**config.mk**
```make
export PLATFORM = sky130hd
export DESIGN_NAME = day_cycle_controller_flat
export DESIGN_NICKNAME = d
export VERILOG_FILES = /design/src/rtl/day_cycle_controller_if.sv /design/src/rtl/day_cycle_controller.sv /design/src/flat_wrapper.sv
export SDC_FILE = /design/constraint.sdc
export NUM_CORES = 1
export LEC_CHECK = 0
export ABC_CLOCK_PERIOD_IN_PS = 4600
export BUFFER_PORTS_ARGS = -buffer_cell sky130_fd_sc_hd__buf_2
export CAP_MARGIN = 10
export CORE_ASPECT_RATIO = 1.25
export CORE_UTILIZATION = 58
export CTS_BUF_LIST = sky130_fd_sc_hd__clkbuf_4 sky130_fd_sc_hd__clkbuf_8
export CTS_CLUSTER_DIAMETER = 100
export DETAILED_ROUTE_END_ITERATION = 10
export PLACE_DENSITY = 0.84
export SLEW_MARGIN = 20
export SYNTH_ARGS = -nofsm -noshare
export SYNTH_HDL_FRONTEND = slang
export SYNTH_SLANG_ARGS = --single-unit
```
**constraint.sdc**
```tcl
create_clock -name Clk -period 4.6 [get_ports Clk]
set_input_delay 1.15 -clock Clk [delete_from_list [all_inputs] [get_ports Clk]]
set_output_delay 1.15 -clock Clk [all_outputs]
set_load 0.01 [all_outputs]
```
**src/rtl/day_cycle_controller_if.sv**
```systemverilog
// Control/status bundle of the time-of-day sequencer: run/speed/set/sleep
// requests in, clock, phase, day counter and event pulses out.
interface day_cycle_controller_if;
  logic        run_en;
  logic [1:0]  speed_sel;
  logic        set_req;
  logic [31:0] set_time;
  logic        sleep_req;
  logic [31:0] time_in_sec;
  logic [1:0]  phase;
  logic [15:0] day_count;
  logic        sec_tick;
  logic        phase_change;
  logic        busy;
  logic        sleep_done;
  logic        sleep_rej;
  logic        set_err;

  modport master (
    output run_en, speed_sel, set_req, set_time, sleep_req,
    input  time_in_sec, phase, day_count, sec_tick, phase_change,
           busy, sleep_done, sleep_rej, set_err
  );

  modport slave (
    input  run_en, speed_sel, set_req, set_time, sleep_req,
    output time_in_sec, phase, day_count, sec_tick, phase_change,
           busy, sleep_done, sleep_rej, set_err
  );
endinterface

```
**src/rtl/day_cycle_controller.sv**
```systemverilog
// Game time-of-day sequencer: prescaled seconds counter with run/pause, speed
// multiplier, direct set and sleep fast-forward to dawn; derives phase and day count.
module day_cycle_controller #(
  parameter int CLK_HZ      = 50000000,
  parameter int DAY_LEN     = 1200,
  parameter int DAY_START   = 60,
  parameter int DUSK_START  = 600,
  parameter int NIGHT_START = 720
) (
  input  logic                  Clk,
  input  logic                  Reset_n,
  day_cycle_controller_if.slave bus
);

  typedef enum logic {
    ST_RUN  = 1'b0,
    ST_FFWD = 1'b1
  } state_t;

  localparam logic [31:0] CLK_HZ_W    = 32'(CLK_HZ);
  localparam logic [31:0] DAY_LEN_W   = 32'(DAY_LEN);
  localparam logic [31:0] LAST_SEC    = 32'(DAY_LEN - 1);
  localparam logic [31:0] PHASE_BOUND [3] = '{32'(DAY_START), 32'(DUSK_START), 32'(NIGHT_START)};

  state_t      state_reg, state_next;
  logic [31:0] presc_reg, presc_next;
  logic [31:0] time_reg, time_next;
  logic [1:0]  phase_reg, phase_next;
  logic [15:0] day_reg, day_next;
  logic        busy_reg, busy_next;
  logic        sec_tick_reg, sec_tick_next;
  logic        phase_change_reg, phase_change_next;
  logic        sleep_done_reg, sleep_done_next;
  logic        sleep_rej_reg, sleep_rej_next;
  logic        set_err_reg, set_err_next;

  logic [31:0] limit;
  logic        tick_due;
  logic        wrap;
  logic [31:0] time_inc;
  logic        set_ok;
  logic        sleep_ok;
  logic [2:0]  above;

  // Higher speed shortens the prescaler period; a change applies on the next compare.
  assign limit    = CLK_HZ_W >> bus.speed_sel;
  assign tick_due = (presc_reg >= (limit - 32'd1));
  assign wrap     = (time_reg >= LAST_SEC);
  assign time_inc = wrap ? 32'd0 : time_reg + 32'd1;

  assign set_ok   = bus.set_req && (bus.set_time < DAY_LEN_W);
  assign sleep_ok = bus.sleep_req && !bus.set_req &&
                    (state_reg == ST_RUN) && (phase_reg == 2'd3);

  // Phase is the number of phase boundaries the new time has crossed.
  for (genvar gi = 0; gi < 3; gi++) begin : g_phase_bound
    assign above[gi] = (time_next >= PHASE_BOUND[gi]);
  end

  assign phase_next        = {1'b0, above[0]} + {1'b0, above[1]} + {1'b0, above[2]};
  assign phase_change_next = (phase_next != phase_reg);

  always_comb begin
    state_next      = state_reg;
    presc_next      = presc_reg;
    time_next       = time_reg;
    day_next        = day_reg;
    busy_next       = busy_reg;
    sec_tick_next   = 1'b0;
    sleep_done_next = 1'b0;
    sleep_rej_next  = bus.sleep_req && !sleep_ok;
    set_err_next    = bus.set_req && !set_ok;

    if (set_ok) begin
      // A valid set overrides everything, including an ongoing fast-forward.
      time_next  = bus.set_time;
      presc_next = 32'd0;
      state_next = ST_RUN;
      busy_next  = 1'b0;
    end else if (sleep_ok) begin
      // Acceptance edge only enters FFWD; the pending natural tick is dropped.
      state_next = ST_FFWD;
      busy_next  = 1'b1;
      presc_next = 32'd0;
    end else if (state_reg == ST_FFWD) begin
      presc_next = 32'd0;
      time_next  = time_inc;
      if (wrap) begin
        day_next        = day_reg + 16'd1;
        sleep_done_next = 1'b1;
        busy_next       = 1'b0;
        state_next      = ST_RUN;
      end
    end else if (bus.run_en) begin
      if (tick_due) begin
        presc_next    = 32'd0;
        time_next     = time_inc;
        sec_tick_next = 1'b1;
        if (wrap) begin
          day_next = day_reg + 16'd1;
        end
      end else begin
        presc_next = presc_reg + 32'd1;
      end
    end
  end

  always_ff @(posedge Clk or negedge Reset_n) begin
    if (!Reset_n) begin
      state_reg        <= ST_RUN;
      presc_reg        <= 32'd0;
      time_reg         <= 32'd0;
      phase_reg        <= 2'd0;
      day_reg          <= 16'd0;
      busy_reg         <= 1'b0;
      sec_tick_reg     <= 1'b0;
      phase_change_reg <= 1'b0;
      sleep_done_reg   <= 1'b0;
      sleep_rej_reg    <= 1'b0;
      set_err_reg      <= 1'b0;
    end else begin
      state_reg        <= state_next;
      presc_reg        <= presc_next;
      time_reg         <= time_next;
      phase_reg        <= phase_next;
      day_reg          <= day_next;
      busy_reg         <= busy_next;
      sec_tick_reg     <= sec_tick_next;
      phase_change_reg <= phase_change_next;
      sleep_done_reg   <= sleep_done_next;
      sleep_rej_reg    <= sleep_rej_next;
      set_err_reg      <= set_err_next;
    end
  end

  assign bus.time_in_sec  = time_reg;
  assign bus.phase        = phase_reg;
  assign bus.day_count    = day_reg;
  assign bus.sec_tick     = sec_tick_reg;
  assign bus.phase_change = phase_change_reg;
  assign bus.busy         = busy_reg;
  assign bus.sleep_done   = sleep_done_reg;
  assign bus.sleep_rej    = sleep_rej_reg;
  assign bus.set_err      = set_err_reg;

endmodule

```
**src/flat_wrapper.sv**
```systemverilog
// flat-port wrapper written by rule: the top's interface ports become plain ports
module day_cycle_controller_flat 
#(
  parameter int CLK_HZ      = 50000000,
  parameter int DAY_LEN     = 1200,
  parameter int DAY_START   = 60,
  parameter int DUSK_START  = 600,
  parameter int NIGHT_START = 720
)
  (Clk, Reset_n, bus_run_en, bus_speed_sel, bus_set_req, bus_set_time, bus_sleep_req, bus_time_in_sec, bus_phase, bus_day_count, bus_sec_tick, bus_phase_change, bus_busy, bus_sleep_done, bus_sleep_rej, bus_set_err);
  day_cycle_controller_if bus_i ();
  input  logic Clk;
  input  logic Reset_n;
  input wire logic [$bits(bus_i.run_en)-1:0] bus_run_en;
  input wire logic [$bits(bus_i.speed_sel)-1:0] bus_speed_sel;
  input wire logic [$bits(bus_i.set_req)-1:0] bus_set_req;
  input wire logic [$bits(bus_i.set_time)-1:0] bus_set_time;
  input wire logic [$bits(bus_i.sleep_req)-1:0] bus_sleep_req;
  output wire logic [$bits(bus_i.time_in_sec)-1:0] bus_time_in_sec;
  output wire logic [$bits(bus_i.phase)-1:0] bus_phase;
  output wire logic [$bits(bus_i.day_count)-1:0] bus_day_count;
  output wire logic [$bits(bus_i.sec_tick)-1:0] bus_sec_tick;
  output wire logic [$bits(bus_i.phase_change)-1:0] bus_phase_change;
  output wire logic [$bits(bus_i.busy)-1:0] bus_busy;
  output wire logic [$bits(bus_i.sleep_done)-1:0] bus_sleep_done;
  output wire logic [$bits(bus_i.sleep_rej)-1:0] bus_sleep_rej;
  output wire logic [$bits(bus_i.set_err)-1:0] bus_set_err;
  assign bus_i.run_en = bus_run_en;
  assign bus_i.speed_sel = bus_speed_sel;
  assign bus_i.set_req = bus_set_req;
  assign bus_i.set_time = bus_set_time;
  assign bus_i.sleep_req = bus_sleep_req;
  assign bus_time_in_sec = bus_i.time_in_sec;
  assign bus_phase = bus_i.phase;
  assign bus_day_count = bus_i.day_count;
  assign bus_sec_tick = bus_i.sec_tick;
  assign bus_phase_change = bus_i.phase_change;
  assign bus_busy = bus_i.busy;
  assign bus_sleep_done = bus_i.sleep_done;
  assign bus_sleep_rej = bus_i.sleep_rej;
  assign bus_set_err = bus_i.set_err;
  day_cycle_controller #(.CLK_HZ(CLK_HZ), .DAY_LEN(DAY_LEN), .DAY_START(DAY_START), .DUSK_START(DUSK_START), .NIGHT_START(NIGHT_START)) u_core (.Clk(Clk), .Reset_n(Reset_n), .bus(bus_i));
endmodule
```
==> results of run 1 <==
## critical path, cell delays in order
cell,delay (ns)
buf_4,0.14
nor2_4,0.13
inv_2,0.06
ha_4,0.27
ha_4,0.19
nand2_1,0.07
o22ai_1,0.09
a211o_1,0.26
a211oi_4,0.33
o22a_4,0.24
a21oi_4,0.07
a221o_1,0.38
o21a_2,0.14
o2111a_1,0.24
a211oi_2,0.26
fa_1,0.49
xor2_1,0.16
nand2_1,0.07
## final timing paths
kind | startpoint | slack (ns) | cells after the start | to
max in group asynchronous | Reset_n | 3.22 | 1 | u_core.bus.time_in_sec[6]
min in group asynchronous | Reset_n | 0.81 | 1 | u_core.presc_reg[9]
max | bus_speed_sel[1] | 0.11 | 18 | u_core.bus.phase_change
max reg2reg | u_core.bus.time_in_sec[14] | 0.75 | 15 | u_core.bus.phase_change
min reg2reg | u_core.bus.day_count[15] | 0.47 | 1 | u_core.bus.day_count[15]
min | u_core.bus.day_count[15] | 0.47 | 1 | u_core.bus.day_count[15]
## layer usage
metal  up-vias  wire, microns  part of all wire (%)  GRT usage [%]
li1       2168              -                     -              -
met1      2244           5290                    41           35.4
met2       184           6730                    52           51.4
met3        36            624                   4.8           5.67
met4         0            402                   3.1           14.6
met5         -              0                     0              0
## cells by family (layout without fill, tap and decap cells)
logic type               after synthesis  after routing
AND/OR/NAND/NOR                      263            263
other                                  2              2
adder cells (fa/ha/maj)               24             24
AO/OA/AOI/OAI                         82             82
buffers and inverters                 32            173
flip-flops                            89             89
multiplexers                           1              1
XOR/XNOR                              41             41
## cell usage in the layout (no fill, tap or decap), drive strengths merged, types with 3 or more instances in the layout
cell type,instances
a31oi,8
o21a,5
nand3b,3
or4,4
a211oi,5
xor2,18
nand4,11
nand2b,5
o31ai,3
o22ai,4
ha,23
or3,4
a21o,4
buf,137
inv,23
o21ai,19
and3,27
nand2,48
xnor2,23
nor2,76
clkbuf,9
nand3,31
a21oi,17
and4,6
nor3,17
nor2b,3
nor4,9
dfrtp,89
and2,13
## area by class of cell
type	instances	area [sq um]	share of cell area, %
Clock buffer	9	124	1.97
Clock inverter	7	111	1.77
Inverter	20	77.6	1.23
Multi-Input combinational cell	413	2820	44.8
Sequential cell	89	2230	35.4
Tap cell	97	121	1.93
Timing Repair Buffer	137	816	13.0
## per-stage QoR
step	hold slack, ns	TNS [ns]
after floorplan	0.448	0
after global placement	0.454	-0.324
after detailed placement	0.470	-0.536
after CTS	0.484	0
after global routing	0.522	-0.0400
final	0.474	0
## repair_timing
item | in CTS | in global routing
buffers inserted | 0 | 5
gates resized for setup | 0 | 28
endpoints found under the setup margin | 0 | 1
## power groups by stage
stage	Sequential, mW	Combinational (mW)	Clock (mW)
3_5_place_dp	1.02	0.907	0
4_1_cts	1.01	0.911	0.643
6_report	1.01	0.946	0.636
2_1_floorplan	1.02	0.537	0
5_1_grt	1.03	1.03	0.673
3_3_place_gp	1.02	0.873	0
==> run metrics, run 1 <==
max-cap violations=0; Num CTS Buffers=9; ys async rst share=100%; mux cell area share after synthesis=0.225%; initial antenna violation count=0; DR vias=4632; CORE AREA=8290 sq um; PortBufs=94; Final Cycle Share=97.6%; largest family of logic cells by synthesized area=simple AND/OR/NAND/NOR gates; pre-CTS setup slack=-0.378 ns; Max-slew headroom=46.6%; root buf cell=clkbuf_8; register area share after synthesis=44.4%; Logic pwr share=36.4%; Leakage=3.17 nW; fin util=75.9%; Clock Sinks=89; #FFs+latches synth=89; area share of the largest cell type after synthesis=44.4%; # rows=37; Psw=1.01 mW; gr usage total=29.7%; TritonCTS clock tree=yes; top cells by area, synth=dfrtp_1 (44%), ha_1 (5.7%), nor2_1 (5.5%), xnor2_1 (4.0%), nand2_1 (3.6%); Max Clk Rate=223 MHz; largest net degree at the start of global routing=90; Synth Area in Compound Gates=12.6%; setup ws final=0.112 ns; area added between synthesis and finish=25.5%; vias in the first global route=4583; PwrDens=413 nW/um^2; Tightest Pin Transition=0.801 ns; Syn Area/Cell=9.39 sq um; CTS Hold Buffers Added=0; RD Place Congestion=0.950; DR iter-0 viols=307; Max IR drop VDD=0.346 mV; Finish-stage setup viols=0; dominant cell type by area after synthesis=dfrtp_1; CP Class=input pin to flip-flop; PnR Total Power=2.60 mW; die area=9020 sq um; list of most frequent post-synthesis cells=dfrtp_1 (89), nor2_1 (74), nand2_1 (48); # H-tree levels=3; placed cell areas=5890 sq um; synth warn=0; Int Pwr=1.59 mW; Synth Area in Adders=6.14%; 1st-pass router iterations=5; Ports=95; clock-pin slew on the worst setup and hold paths=0.10 ns; share of power burned in registers=39.1%; filler instances=564; min-delay worst type=flip-flop to flip-flop; clk_skew=0.0146 ns; Post-synth EDFFs=0; ANT nets after route=0; Final nets=733; Post-Synthesis Cells=534; final wirelength=13000 microns; initial core utilization=60.5%; Tmin final=4.49 ns; Syn Std Cell Area=5010 sq um; clock latency on the worst-skew pair=0.38 ns; final instance area=6290 sq um; global-route wire length before repair=21000 microns; DR vias/cell=6.00; hpwl dp=9460 microns; layout cell share with drive strength beyond 1=28.4%; simple-gate share of the synthesized area=26.8%; Top FF cell, synth=dfrtp_1; final hold violation count=0; Final Max Tran Viols=0; Netlist cell types=65; global route overflow=0; die height=106 microns; XOR/XNOR share of the synthesized area=7.16%; most frequent cell after synthesis=dfrtp_1; WP data required=4.86 ns; Clock Tree Buf Depth=2; Startpoint Class=input pin; syn_nets=597; WL/cell=16.9 microns; CP endpoint kind=flip-flop; Arr. time, crit path=4.75 ns; status=finished, final reports clean; Ant. Diodes=0; switch share=38.9%; placed cells=751; Worst Path Max Fanout=5; residual DRC count=0; Chip Width=85.2 microns; final non-filler cell total=772; clock share of power=24.5%
Power figures use the tool's default switching activity.
==> inputs of run 2 (changes only) <==
Settings changed: PLACE_DENSITY 0.84 to 0.9.
==> run 2 against run 1 <==
  * Sequential power barely moved
  * Global-route usage increased by 2.1 points
  * Register-to-register slack lost 0.05 ns
  * Clock-buffer cell count increased by 1
  * Flip-flop and latch count unchanged
  * Largest cell class unchanged
  * Critical path type unchanged
  * Clock skew shrank 0.0015 ns
  * Power is 2.9% lower
  * Die area unchanged
  * First-iteration DRC count rose by 29%
  * Final area is 0.89% lower
  * Sequential share of layout area grew 0.32 points
==> run metrics, run 2 (synthesis results as in run 1) <==
WL/cell=17.8 microns (+5.3%); unrepaired setup endpoints after global routing=true; die area=9020 sq um (unchanged); Max-slew headroom=43.4% (-3.2 points); DR iter-0 viols=396 (+29%); final hold violation count=0 (unchanged); Largest stage delay, worst path=0.48 ns (about the same); Ports=95 (unchanged); Finish-stage setup viols=0 (unchanged); commonest cells after routing, fill and taps aside=buf_2 (91), dfrtp_1 (89), nor2_1 (71); Startpoint Class=input pin; root buf cell=clkbuf_8; slowest cell on the critical path=fa_1; WP data required=4.86 ns (about the same); Final Cycle Share=97.6% (about the same); placed cells=755 (+0.53%); clock-pin slew on the worst setup and hold paths=0.10 ns (about the same); Final Max Tran Viols=0 (unchanged); # H-tree levels=3 (unchanged); largest net degree at the start of global routing=68 (-24%); crit-path cells=buf_8 -> inv_1 -> nor2_2 -> buf_4 -> ha_1 -> nand4_1 -> o22ai_2 -> a211o_1 -> a211oi_4 -> o22ai_4 -> nor2_4 -> o21ai_2 -> o21ba_4 -> and4bb_2 -> a311oi_2 -> fa_1 -> xor2_1 -> nand2_1; die height=106 microns (unchanged); clk_skew=0.0131 ns (-0.00154 ns); DR vias=4709 (+1.7%); setup ws final=0.110 ns (-0.00178 ns); layout cell share with drive strength beyond 1=28.8% (+0.40 points); # rows=37 (unchanged); Worst Path Buf+Inv=3 (+1); Worst Path Max Fanout=7 (+2); initial core utilization=60.5% (unchanged); CORE AREA=8290 sq um (unchanged); Final nets=734 (+0.14%); status=finished, final reports clean; vias in the first global route=4671 (+1.9%); 1st-pass router iterations=5 (unchanged); PnR Total Power=2.52 mW (-2.9%); Chip Width=85.2 microns (unchanged); Clock Sinks=89 (unchanged); Arr. time, crit path=4.75 ns (about the same); Max IR drop VDD=0.376 mV (+8.5%); RD Place Congestion=0.952 (+0.18%); Clock Tree Buf Depth=2 (unchanged); DR vias/cell=6.08 (+1.4%); Crit path depth=18 (unchanged); PortBufs=94 (unchanged); TritonCTS clock tree=yes; Num CTS Buffers=9 (unchanged); min-delay worst type=flip-flop to flip-flop; initial antenna violation count=0 (unchanged); commonest non-fill, non-tap cell in the layout=buf_2; max-cap violations=0 (unchanged); CP Class=input pin to flip-flop; Hold Crit Depth=1 (unchanged); global-route wire length before repair=22300 microns (+6.3%); Tmin final=4.49 ns (+0.00178 ns); Tightest Pin Transition=0.850 ns (+0.0483 ns); area added between synthesis and finish=24.4%; CP endpoint kind=flip-flop; clock latency on the worst-skew pair=0.36 ns (-0.02 ns); Crit path max-delay family=compound AO/OA/AOI/OAI gates; PwrDens=404 nW/um^2 (-2.0%); residual DRC count=0 (unchanged); Max Clk Rate=223 MHz (about the same); final wirelength=13800 microns (+5.6%); global route overflow=0 (unchanged); final non-filler cell total=774 (+0.26%); ANT nets after route=0 (unchanged); gr usage total=31.9% (+2.1 points); hpwl dp=9930 microns (+5.0%); reg2reg path depth=13 (-2); Leakage=3.17 nW (-0.13%); pre-CTS setup slack=-0.357 ns (+0.0213 ns)
-- run 2: cell types whose count changed in the layout (fill, tap and decap cells not counted), sizes merged --
cell      change
buf           +1
bufinv        -1
clkbuf        +1
clkinvlp      +1
diode         +1
inv           -1
-- run 2: area by class of cell --
| class | instances | area (sq um) |
|---|---|---|
| antenna | 1 | 2.50 |
| multi-input combinational | 413 | 2790 |
| tap | 97 | 121 |
| sequential | 89 | 2230 |
| clock inverter | 6 | 75.1 |
| clock buffer | 10 | 131 |
| fill | 563 | 2050 |
| timing repair buffer | 138 | 820 |
| inverter | 20 | 75.1 |
-- run 2: power by group --
group          internal [mW]  switching [mW]  total [mW]
Combinational          0.390           0.553       0.943
Clock                  0.265           0.301       0.565
Sequential             0.879           0.136        1.01
-- run 2: path summary, 6_finish.rpt --
kind / from / to / slack [ns]
max: bus_speed_sel[1] / u_core.bus.phase_change / 0.11
min: u_core.bus.day_count[15] / u_core.bus.day_count[15] / 0.47
max reg2reg: u_core.presc_reg[28] / u_core.bus.phase_change / 0.70
min reg2reg: u_core.bus.day_count[15] / u_core.bus.day_count[15] / 0.47
max in group asynchronous: Reset_n / u_core.bus.time_in_sec[8] / 2.89
min in group asynchronous: Reset_n / u_core.state_reg / 0.89
-- run 2: layer usage --
layer  vias to the layer above  GRT usage (%)  share of wire [%]
met4                         0           13.4                2.7
met5                         -              0                  0
met2                       205           55.6                 52
li1                       2175              -                  -
met1                      2289           38.6                 38
met3                        40           5.67                6.4
-- run 2: timing repair --
action                     4_1_cts  5_1_grt
pin swaps                        1       18
gates resized for setup          0       27
setup endpoints to repair        1        2
gates cloned                     0        0
hold buffers                     0        0
hold endpoints to repair         0        0
setup buffers                    0        2
-- run 2: worst register-to-register path, cell delays in order (launching register included) --
cell	delay, ns
dfrtp_1	0.40
or4_1	0.55
nor3_2	0.19
and3_1	0.25
nand3b_2	0.15
o22ai_4	0.23
nor2_4	0.11
o41ai_2	0.45
o21ba_4	0.22
and4bb_2	0.26
a311oi_2	0.29
fa_1	0.48
xor2_1	0.14
nand2_1	0.06
-- run 2: metrics by stage --
stage	util [%]	instance area (sq um)	TNS (ns)	hold slack (ns)
after global placement	71.4	5920	-0.222	0.460
after CTS	73.9	6120	0	0.478
final	75.3	6240	0	0.471
after global routing	75.2	6230	-0.0341	0.506
after detailed placement	71.4	5920	-0.546	0.464
after floorplan	-	5050	0	0.448
==> inputs of run 3 (changes only) <==
Settings changed: CORE_MARGIN set to 2, CORE_UTILIZATION 58 to 46, CTS_CLUSTER_DIAMETER 100 to unset, PLACE_DENSITY 0.9 to 0.75.
==> run 3 against run 2 <==
  * Fmax increased by 0.59%
  * Die area rose by 30%
  * Sequential power barely moved
  * Core utilization is 16 points lower
  * Clock skew fell by 0.0037 ns
  * Flip-flop and latch count did not move
  * Critical endpoint unchanged
==> run metrics, run 3 (synthesis results as in run 1) <==
Ports=95 (unchanged); 1st-pass router iterations=4 (-1); R2R setup slack=0.76 ns (+0.06 ns); global route overflow=0 (unchanged); commonest cells after routing, fill and taps aside=buf_2 (91), dfrtp_1 (89), nor2_1 (71); # rows=42 (+14%); WP data required=4.86 ns (about the same); CP Class=input pin to flip-flop; Final Cycle Share=97.0% (-0.57 points); DR vias/cell=5.56 (-8.6%); DR iter-0 viols=202 (-49%); PwrDens=404 nW/um^2 (-0.17%); fin util=59.4% (-16 points); Arr. time, crit path=4.72 ns (-0.03 ns); final wirelength=13000 microns (-5.6%); TritonCTS clock tree=yes; Tmin final=4.46 ns (-0.0264 ns); status=finished, final reports clean; CP endpoint kind=flip-flop; vias in the first global route=4581 (-1.9%); Finish-stage setup viols=0 (unchanged); Max-slew headroom=46.7% (+3.4 points); final instance area=6300 sq um (+1.0%); met1 wire length=5430 microns (+2.4%); hold slack=0.475 ns (+0.00343 ns); WL/cell=16.1 microns (-9.7%); PortBufs=94 (unchanged); Top Layer Used=met4; ANT nets after route=0 (unchanged); DR WL met3=568 microns (-35%); Clock Tree Buf Depth=2 (unchanged); die area=11800 sq um (+30%); Num CTS Buffers=9 (unchanged); clk_skew=0.00941 ns (-0.00368 ns); initial antenna violation count=0 (unchanged); # H-tree levels=3 (unchanged); CORE AREA=10600 sq um (+28%); Tightest Pin Transition=0.799 ns (-0.0508 ns); hpwl dp=9680 microns (-2.6%); Final Max Tran Viols=0 (unchanged); root buf cell=clkbuf_8; max-cap violations=0 (unchanged); area added between synthesis and finish=25.7%; layout cell share with drive strength beyond 1=28.1% (-0.78 points); final hold violation count=0 (unchanged); commonest non-fill, non-tap cell in the layout=buf_2; unrepaired setup endpoints after global routing=true; DR vias=4501 (-4.4%); largest net degree at the start of global routing=90 (+32%); initial core utilization=47.2% (-13 points); Worst Path Max Fanout=5 (-2); clock latency on the worst-skew pair=0.37 ns (about the same); die height=121 microns (+14%); gr usage total=22.7% (-9.2 points); global-route wire length before repair=21600 microns (-3.1%); clock-pin slew on the worst setup and hold paths=0.09 ns (about the same); Ant. Diodes=0 (-1); Chip Width=97.4 microns (+14%); RD Place Congestion=0.872 (-8.4%); Max IR drop VDD=0.290 mV (-23%); Leakage=3.17 nW (+0.15%); Startpoint Class=input pin; Max Clk Rate=224 MHz (+0.59%); residual DRC count=0 (unchanged); Final nets=735 (+0.14%); met2 wire length=6520 microns (-9.7%); min-delay worst type=flip-flop to flip-flop; placed cell areas=5950 sq um (+0.61%); Clock Sinks=89 (unchanged)
==> run 3: changes by cell type in the layout (fill, tap and decap cells not counted), moves of 2 or more <==
cell	previous run	this run
inv_2	1	3
inv_1	19	17
buf_6	1	4
buf_4	45	43
o21ai_2	2	0
==> run 3: power breakdown <==
group | switching [mW] | leakage (nW) | total [mW] | internal, mW
registers | 0.131 | 1.19 | 1.01 | 0.879
clock network | 0.283 | 0.114 | 0.617 | 0.334
logic | 0.531 | 1.87 | 0.917 | 0.387
total | 0.945 | 3.17 | 2.54 | 1.60
==> run 3: critical path, cell delays in order <==
cell and delay, ns:
buf_8 0.11, nor2_4 0.12, inv_2 0.06, ha_4 0.26, ha_4 0.19, nand4_1 0.07, o22ai_1 0.09, a211o_1 0.27
a211oi_4 0.38, o22a_4 0.25, a21oi_4 0.06, a221o_1 0.37, o21a_2 0.14, o2111a_1 0.25, a211oi_2 0.26, fa_1 0.47
xor2_1 0.14, nand2_1 0.07
==> run 3: area by class of cell <==
| class | count | area (sq um) |
|---|---|---|
| fill | 929 | 4310 |
| multi-input combinational | 413 | 2770 |
| sequential | 89 | 2230 |
| timing repair buffer | 139 | 838 |
| tap | 132 | 165 |
| clock buffer | 12 | 153 |
| clock inverter | 4 | 76.3 |
| inverter | 20 | 75.1 |
==> run 3: what timing repair did <==
action                     4_1_cts  5_1_grt
hold buffers                     0        0
gates resized for setup          0       24
buffers inserted                 0        4
setup endpoints to repair        0        1
==> run 3: worst paths after layout <==
check | start | to | cells after the start
setup / recovery | bus_speed_sel[1] | u_core.bus.phase_change | 18
hold / removal | u_core.bus.day_count[15] | u_core.bus.day_count[15] | 1
setup reg to reg | u_core.presc_reg[18] | u_core.bus.phase_change | 13
hold reg to reg | u_core.bus.day_count[15] | u_core.bus.day_count[15] | 1
max in group asynchronous | Reset_n | u_core.bus.time_in_sec[0] | 1
min in group asynchronous | Reset_n | u_core.presc_reg[9] | 1
==> run 3: routing by layer <==
layer | track usage (%) | up-vias
met5 | 0 | -
met4 | 11.9 | 0
met3 | 3.35 | 35
met2 | 38.8 | 129
met1 | 27.8 | 2170
li1 | - | 2167
==> run 3: per-stage QoR <==
step           TNS [ns]  instances  total power, mW  worst slack [ns]
6_report              0        809             2.54             0.137
3_3_place_gp     -0.276        789             1.88            -0.234
5_1_grt         -0.0563        809             2.72           -0.0563
2_1_floorplan         0        534             1.56            0.0440
3_5_place_dp     -0.488        789             1.91            -0.343
4_1_cts               0        805             2.53            0.0456
